File: src/rtl/sentinel_pkg.sv
// Shared types and constants for the sentinel authorization controller.
package sentinel_pkg;

    // Controller states.
    typedef enum logic [1:0] {
        ST_IDLE     = 2'd0,
        ST_VERIFIED = 2'd1,
        ST_LOCKOUT  = 2'd2
    } state_t;

    // Status codes presented on status_out.
    localparam logic [7:0] STATUS_IDLE     = 8'h00;
    localparam logic [7:0] STATUS_VERIFIED = 8'hC1;
    localparam logic [7:0] STATUS_LOCKOUT  = 8'hE7;

    // Authorization key used when the instance does not override it.
    localparam logic [7:0] DEFAULT_AUTH_KEY = 8'hB6;

    // Maps a state to the status code it reports.
    function automatic logic [7:0] status_code(input state_t s);
        case (s)
            ST_VERIFIED: return STATUS_VERIFIED;
            ST_LOCKOUT:  return STATUS_LOCKOUT;
            default:     return STATUS_IDLE;
        endcase
    endfunction

endpackage

File: src/rtl/sentinel_lock_timer.sv
// Lockout down-counter: loadable, enable-gated, 8-bit, stops at zero.
module sentinel_lock_timer (
    input  logic       clk,
    input  logic       rst_n,
    input  logic       ena,
    input  logic       load,
    input  logic [7:0] load_val,
    input  logic       dec,
    output logic       zero
);

    logic [7:0] count;

    // Count register: load has priority over decrement; never wraps below zero.
    always_ff @(posedge clk) begin
        // NOTE: sequential state uses non-blocking assignments so every register samples pre-edge values.
        if (!rst_n) begin
            count <= 8'd0;
        end else if (ena) begin
            if (load) begin
                count <= load_val;
            end else if (dec && (count != 8'd0)) begin
                count <= count - 8'd1;
            end
        end
    end

    assign zero = (count == 8'd0);

endmodule

File: src/rtl/sentinel_auth_ctrl.sv
// Authorization controller: key check, consecutive-failure counting and timed lockout.
module sentinel_auth_ctrl
    import sentinel_pkg::*;
#(
    parameter logic [7:0]  AUTH_KEY    = DEFAULT_AUTH_KEY,
    parameter int unsigned MAX_FAIL    = 3,
    parameter int unsigned LOCK_CYCLES = 16
) (
    input  logic       clk,
    input  logic       rst_n,
    input  logic       ena,
    input  logic       key_valid,
    input  logic [7:0] key_in,
    input  logic       clear,
    output logic [7:0] status_out,
    output logic       verified,
    output logic       locked,
    output logic [3:0] fail_cnt
);

    localparam logic [3:0] MAX_FAIL_CNT = 4'(MAX_FAIL);
    localparam logic [4:0] MAX_FAIL_CMP = 5'(MAX_FAIL);
    localparam logic [7:0] LOCK_LOAD    = 8'(LOCK_CYCLES - 1);

    state_t     state;
    state_t     state_nxt;
    logic [3:0] fail_nxt;
    logic [4:0] fail_inc;
    logic       tmr_load;
    logic       tmr_dec;
    logic       tmr_zero;

    // Widened so the lockout threshold compare cannot overflow at 15.
    assign fail_inc = {1'b0, fail_cnt} + 5'd1;

    sentinel_lock_timer u_lock_timer (
        .clk      (clk),
        .rst_n    (rst_n),
        .ena      (ena),
        .load     (tmr_load),
        .load_val (LOCK_LOAD),
        .dec      (tmr_dec),
        .zero     (tmr_zero)
    );

    // State register; everything freezes while ena is low.
    always_ff @(posedge clk) begin
        if (!rst_n) begin
            state <= ST_IDLE;
        end else if (ena) begin
            state <= state_nxt;
        end
    end

    // Next-state, failure-count and timer-control decode.
    always_comb begin
        // NOTE: every output of this block gets a default first, so no path can infer a latch.
        state_nxt = state;
        fail_nxt  = fail_cnt;
        tmr_load  = 1'b0;
        tmr_dec   = 1'b0;
        case (state)
            ST_IDLE: begin
                if (key_valid) begin
                    if (key_in == AUTH_KEY) begin
                        state_nxt = ST_VERIFIED;
                        fail_nxt  = 4'd0;
                    end else if (fail_inc >= MAX_FAIL_CMP) begin
                        state_nxt = ST_LOCKOUT;
                        fail_nxt  = MAX_FAIL_CNT;
                        tmr_load  = 1'b1;
                    end else begin
                        fail_nxt  = fail_inc[3:0];
                    end
                end
            end
            ST_VERIFIED: begin
                // Strobes are ignored here; only clear leaves.
                if (clear) begin
                    state_nxt = ST_IDLE;
                end
            end
            ST_LOCKOUT: begin
                // Strobes and clear are ignored until the timer expires.
                if (tmr_zero) begin
                    state_nxt = ST_IDLE;
                    fail_nxt  = 4'd0;
                end else begin
                    tmr_dec   = 1'b1;
                end
            end
            default: begin
                state_nxt = ST_IDLE;
                fail_nxt  = 4'd0;
            end
        endcase
    end

    // Registered outputs, decoded from the upcoming state so they align with it.
    always_ff @(posedge clk) begin
        if (!rst_n) begin
            fail_cnt   <= 4'd0;
            status_out <= STATUS_IDLE;
            verified   <= 1'b0;
            locked     <= 1'b0;
        end else if (ena) begin
            fail_cnt   <= fail_nxt;
            status_out <= status_code(state_nxt);
            verified   <= (state_nxt == ST_VERIFIED);
            locked     <= (state_nxt == ST_LOCKOUT);
        end
    end

endmodule

File: config.mk
export PLATFORM = sky130hd
export DESIGN_NAME = sentinel_auth_ctrl
export DESIGN_NICKNAME = d
export VERILOG_FILES = /design/src/rtl/sentinel_pkg.sv /design/src/rtl/sentinel_lock_timer.sv /design/src/rtl/sentinel_auth_ctrl.sv
export SDC_FILE = /design/constraint.sdc
export NUM_CORES = 1
export LEC_CHECK = 0
export CAP_MARGIN = 20
export CORE_ASPECT_RATIO = 0.7
export CORE_UTILIZATION = 30
export CTS_CLUSTER_DIAMETER = 200
export DETAILED_ROUTE_END_ITERATION = 12
export PLACE_DENSITY = 0.65
export SLEW_MARGIN = 20
export SYNTH_ARGS = -nofsm -noshare
export SYNTH_HDL_FRONTEND = slang
export SYNTH_SLANG_ARGS = --single-unit
File: constraint.sdc
create_clock -name clk -period 6.12 [get_ports clk]
set_clock_uncertainty 0.2 [all_clocks]
set_input_delay 0.612 -clock clk [delete_from_list [all_inputs] [get_ports clk]]
set_output_delay 0.612 -clock clk [all_outputs]
set_load 0.01 [all_outputs]
==> results.rst <==
.. list-table::
   :header-rows: 1

   * - Metric
     - Value
   * - Critical path's slowest cell
     - clkdlybuf4s50_1
   * - Vias in the first global route
     - 755
   * - Worst stage delay on the critical path
     - 0.73 ns
   * - Number of search-and-repair iterations in the first detailed-routing pass
     - 10
   * - Floorplan die width
     - 71.1 um
   * - Global router's overall resource usage
     - 12.8%
   * - Worst path cell trace
     - clkdlybuf4s50_1 > nand4b_1 > or3_4 > or4b_4 > a211oi_2
   * - Maximum root-to-sink buffer count
     - 2
   * - Post-route cell area
     - 0.00128 mm^2
   * - Die area
     - 0.00358 mm^2
   * - Count of port buffers added during placement
     - 24
   * - Post-synthesis area per instance
     - 9.28 um^2
   * - Met2 usage in global routing
     - 19.1%
   * - Setup Total Neg Slack
     - 0 ns
   * - Static leakage power
     - 0.000471 uW
   * - Standard-cell rows
     - 17
   * - Clock-pin slew of the registers on the worst-case setup and hold paths
     - 0.06 ns
   * - Wire length of the first global-routing pass
     - 3480 um
   * - Post-DR vias/cell
     - 5.13
   * - Gr ovfl total
     - 0
   * - Cell area after synthesis
     - 0.00100 mm^2
   * - Period Utilization, post-route
     - 43.8%
   * - Largest net degree at the start of global routing
     - 13
   * - Fmax achieved
     - 373 MHz
   * - Worst path top cell family by delay
     - simple AND/OR/NAND/NOR gates
   * - Total power per unit cell area
     - 196 mW/mm^2
   * - Drt total wl
     - 2080 um
   * - Area added between synthesis and finish
     - 27.6%
   * - Number of hold violations in the final report
     - 0
   * - 1st-iter DRT viols
     - 38
   * - Post-layout worst setup margin
     - 3.44 ns
   * - Latest clock arrival within the worst-skew pair
     - 0.25 ns
   * - Startpoint Class
     - input pin
   * - Fin crit period
     - 2.68 ns
   * - Number of enable-type register cells in the synthesized netlist
     - 0
   * - Count of antenna-violating nets left after detailed routing
     - 0
   * - FF+latch count, synth
     - 17
   * - Post-layout net count
     - 148
   * - Hold Buf Count CTS
     - 0
   * - Number of setup buffers added after CTS
     - 0
   * - Register area share after synthesis
     - 34.0%
   * - Arrival time of the worst setup path
     - 2.65 ns
   * - Maximum VDD drop
     - 87.6 uV
   * - Primary FF master, synth
     - dfxtp_1
   * - Number of diodes added for antenna fixing
     - 0
   * - Max Slew Vio Count
     - 0
   * - Height of the die
     - 50.4 um
   * - Number of distinct library cells after synthesis
     - 41
   * - Routed via count
     - 852
   * - Worst Tran Pin Value
     - 0.688 ns
   * - Filler cell count
     - 303
   * - Count of H-tree levels built during CTS
     - 1
   * - Maximum net fanout on the critical path
     - 12
   * - Met3 demand-to-capacity share in global routing
     - 4.22%
   * - Max-slew headroom at the worst pin
     - 54.1%
   * - Final Setup Violations
     - 0
   * - Reported max-cap violation count
     - 0
   * - GR Util met1
     - 17.7%
   * - Critical path required time
     - 6.10 ns
   * - Placer congestion estimate
     - 0.761
   * - Syn Inst Count
     - 108
   * - Fraction of layout cells with a size suffix above 1
     - 9.38%
   * - Antenna violations before repair
     - 0
   * - Async set-or-reset flop fraction in the synthesized netlist
     - 0%
   * - Wirelength per Cell
     - 12.5 um
   * - Quantity of gates resized following cts
     - 0
   * - Post-placement cell area
     - 0.00123 mm^2
   * - Half-perimeter wire length of the detailed placement result
     - 1580 um
   * - Unrepaired setup endpoints after global routing
     - false
   * - Grt peak-use layer
     - met2
   * - Drc violations
     - 2
   * - Synth warnings
     - 0
   * - Type of destination of the critical path
     - flop
   * - I/O pin count
     - 27
   * - Clock buffer count from CTS
     - 3
   * - Root Buffer
     - clkbuf_8
   * - Class of the tightest hold or removal check
     - flop to flop
   * - Core area
     - 0.00317 mm^2
   * - Pre-CTS WS
     - 3.20 ns
   * - Clock tree from TritonCTS
     - done
   * - Violations in the final reports
     - design-rule violations
   * - Starting density of the core
     - 31.6%
   * - Bufs and invs on worst path
     - 1
   * - Outcome
     - finished with violations
   * - TritonCTS Sinks
     - 17
   * - Worst Setup Path Type
     - input pin to flop
power by group:
group	internal [uW]	switching (uW)	total, uW	leakage, uW
sequential	115	4.58	119	0.000138
clock	46.2	37.2	83.3	0.0000228
combinational	24.8	23.1	47.9	0.000311
layout by cell type (no fill, tap or decap), types with 2 or more instances in the layout:
master	Yosys	routed
nor2_1	8	8
o21a_1	2	2
and3_1	2	2
clkbuf_8	0	3
xor2_1	2	2
clkdlybuf4s50_1	0	24
a31oi_1	2	2
nor2b_1	2	2
ha_1	6	6
nand4b_1	3	3
dfxtp_1	17	17
mux2i_1	2	2
a211oi_2	2	2
and2_1	3	3
nand2_1	2	2
a31o_2	2	2
conb_1	1	2
nor3_1	5	5
a21oi_1	3	3
inv_1	6	6
nor3b_1	2	2
a211oi_1	2	2
o2111ai_1	2	2
o31a_1	4	4
o21ai_0	3	3
cell families (layout without fill, tap and decap cells):
| logic type | after synthesis | after routing | synth area share (%) |
|---|---|---|---|
| AND/OR/NAND/NOR | 36 | 36 | 23.7 |
| AO/OA/AOI/OAI | 29 | 29 | 22.5 |
| flip-flops | 17 | 17 | 34.0 |
| buffers and inverters | 15 | 34 | 8.24 |
| adder cells (fa/ha/maj) | 6 | 6 | 7.49 |
| XOR/XNOR | 2 | 2 | 1.75 |
| multiplexers | 2 | 2 | 2.00 |
| other | 1 | 2 | 0.374 |
area by class of cell:
type / count / area [um^2] / area share, %
inverters: 6 / 22.5 / 1.76
repair buffers: 24 / 240 / 18.8
flip-flops and latches: 17 / 340 / 26.6
clock buffers: 4 / 45.0 / 3.52
multi-input cells: 77 / 583 / 45.6
well taps: 38 / 47.5 / 3.72
sequential cells by signal, indices dropped and copies added (netlist names):
signal / flops
u_lock_timer.count: 8
verified: 1
status_out: 2
state: 2
fail_cnt: 4
cell usage after synthesis, types with 2 or more instances:
cell type / number / share of area (%)
dfxtp_1: 17 / 34
nor2_1: 8 / 3.0
buf_4: 7 / 5.2
ha_1: 6 / 7.5
inv_1: 6 / 2.2
nor3_1: 5 / 2.5
o31a_1: 4 / 3.5
a21oi_1: 3 / 1.5
and2_1: 3 / 1.9
nand4b_1: 3 / 2.6
o21ai_0: 3 / 1.5
a211oi_1: 2 / 1.5
a211oi_2: 2 / 2.5
a31o_2: 2 / 1.7
a31oi_1: 2 / 1.2
and3_1: 2 / 1.2
clkbuf_1: 2 / 0.75
mux2i_1: 2 / 2.0
nand2_1: 2 / 0.75
nor2b_1: 2 / 1.2
nor3b_1: 2 / 1.5
o2111ai_1: 2 / 1.7
o21a_1: 2 / 1.5
xor2_1: 2 / 1.7
metrics by stage:
stage / total power, uW / hold slack [ns] / util [%] / std cells
2_1_floorplan: 152 / 0.273 / - / 109
3_3_place_gp: 168 / 0.286 / 38.9 / 162
4_1_cts: 254 / 0.303 / 40.3 / 166
6_report: 250 / 0.299 / 40.3 / 166
5_1_grt: 264 / 0.323 / 40.3 / 166
3_5_place_dp: 169 / 0.289 / 38.9 / 162
metal layers:
layer | vias to the layer above | wire, um
met5 | - | 0
met4 | 0 | 8
met3 | 3 | 85
met2 | 20 | 905
met1 | 394 | 1080
li1 | 435 | -
worst paths after layout:
| path | startpoint | endpoint | slack (ns) | cells past startpoint |
|---|---|---|---|---|
| max reg2reg | u_lock_timer.count[0] | status_out[6] | 3.90 | 7 |
| min | fail_cnt[3] | fail_cnt[3] | 0.30 | 1 |
| max | ena | u_lock_timer.count[6] | 3.44 | 5 |
| min reg2reg | fail_cnt[3] | fail_cnt[3] | 0.30 | 1 |
No activity file was read; power rests on OpenSTA's default activity.
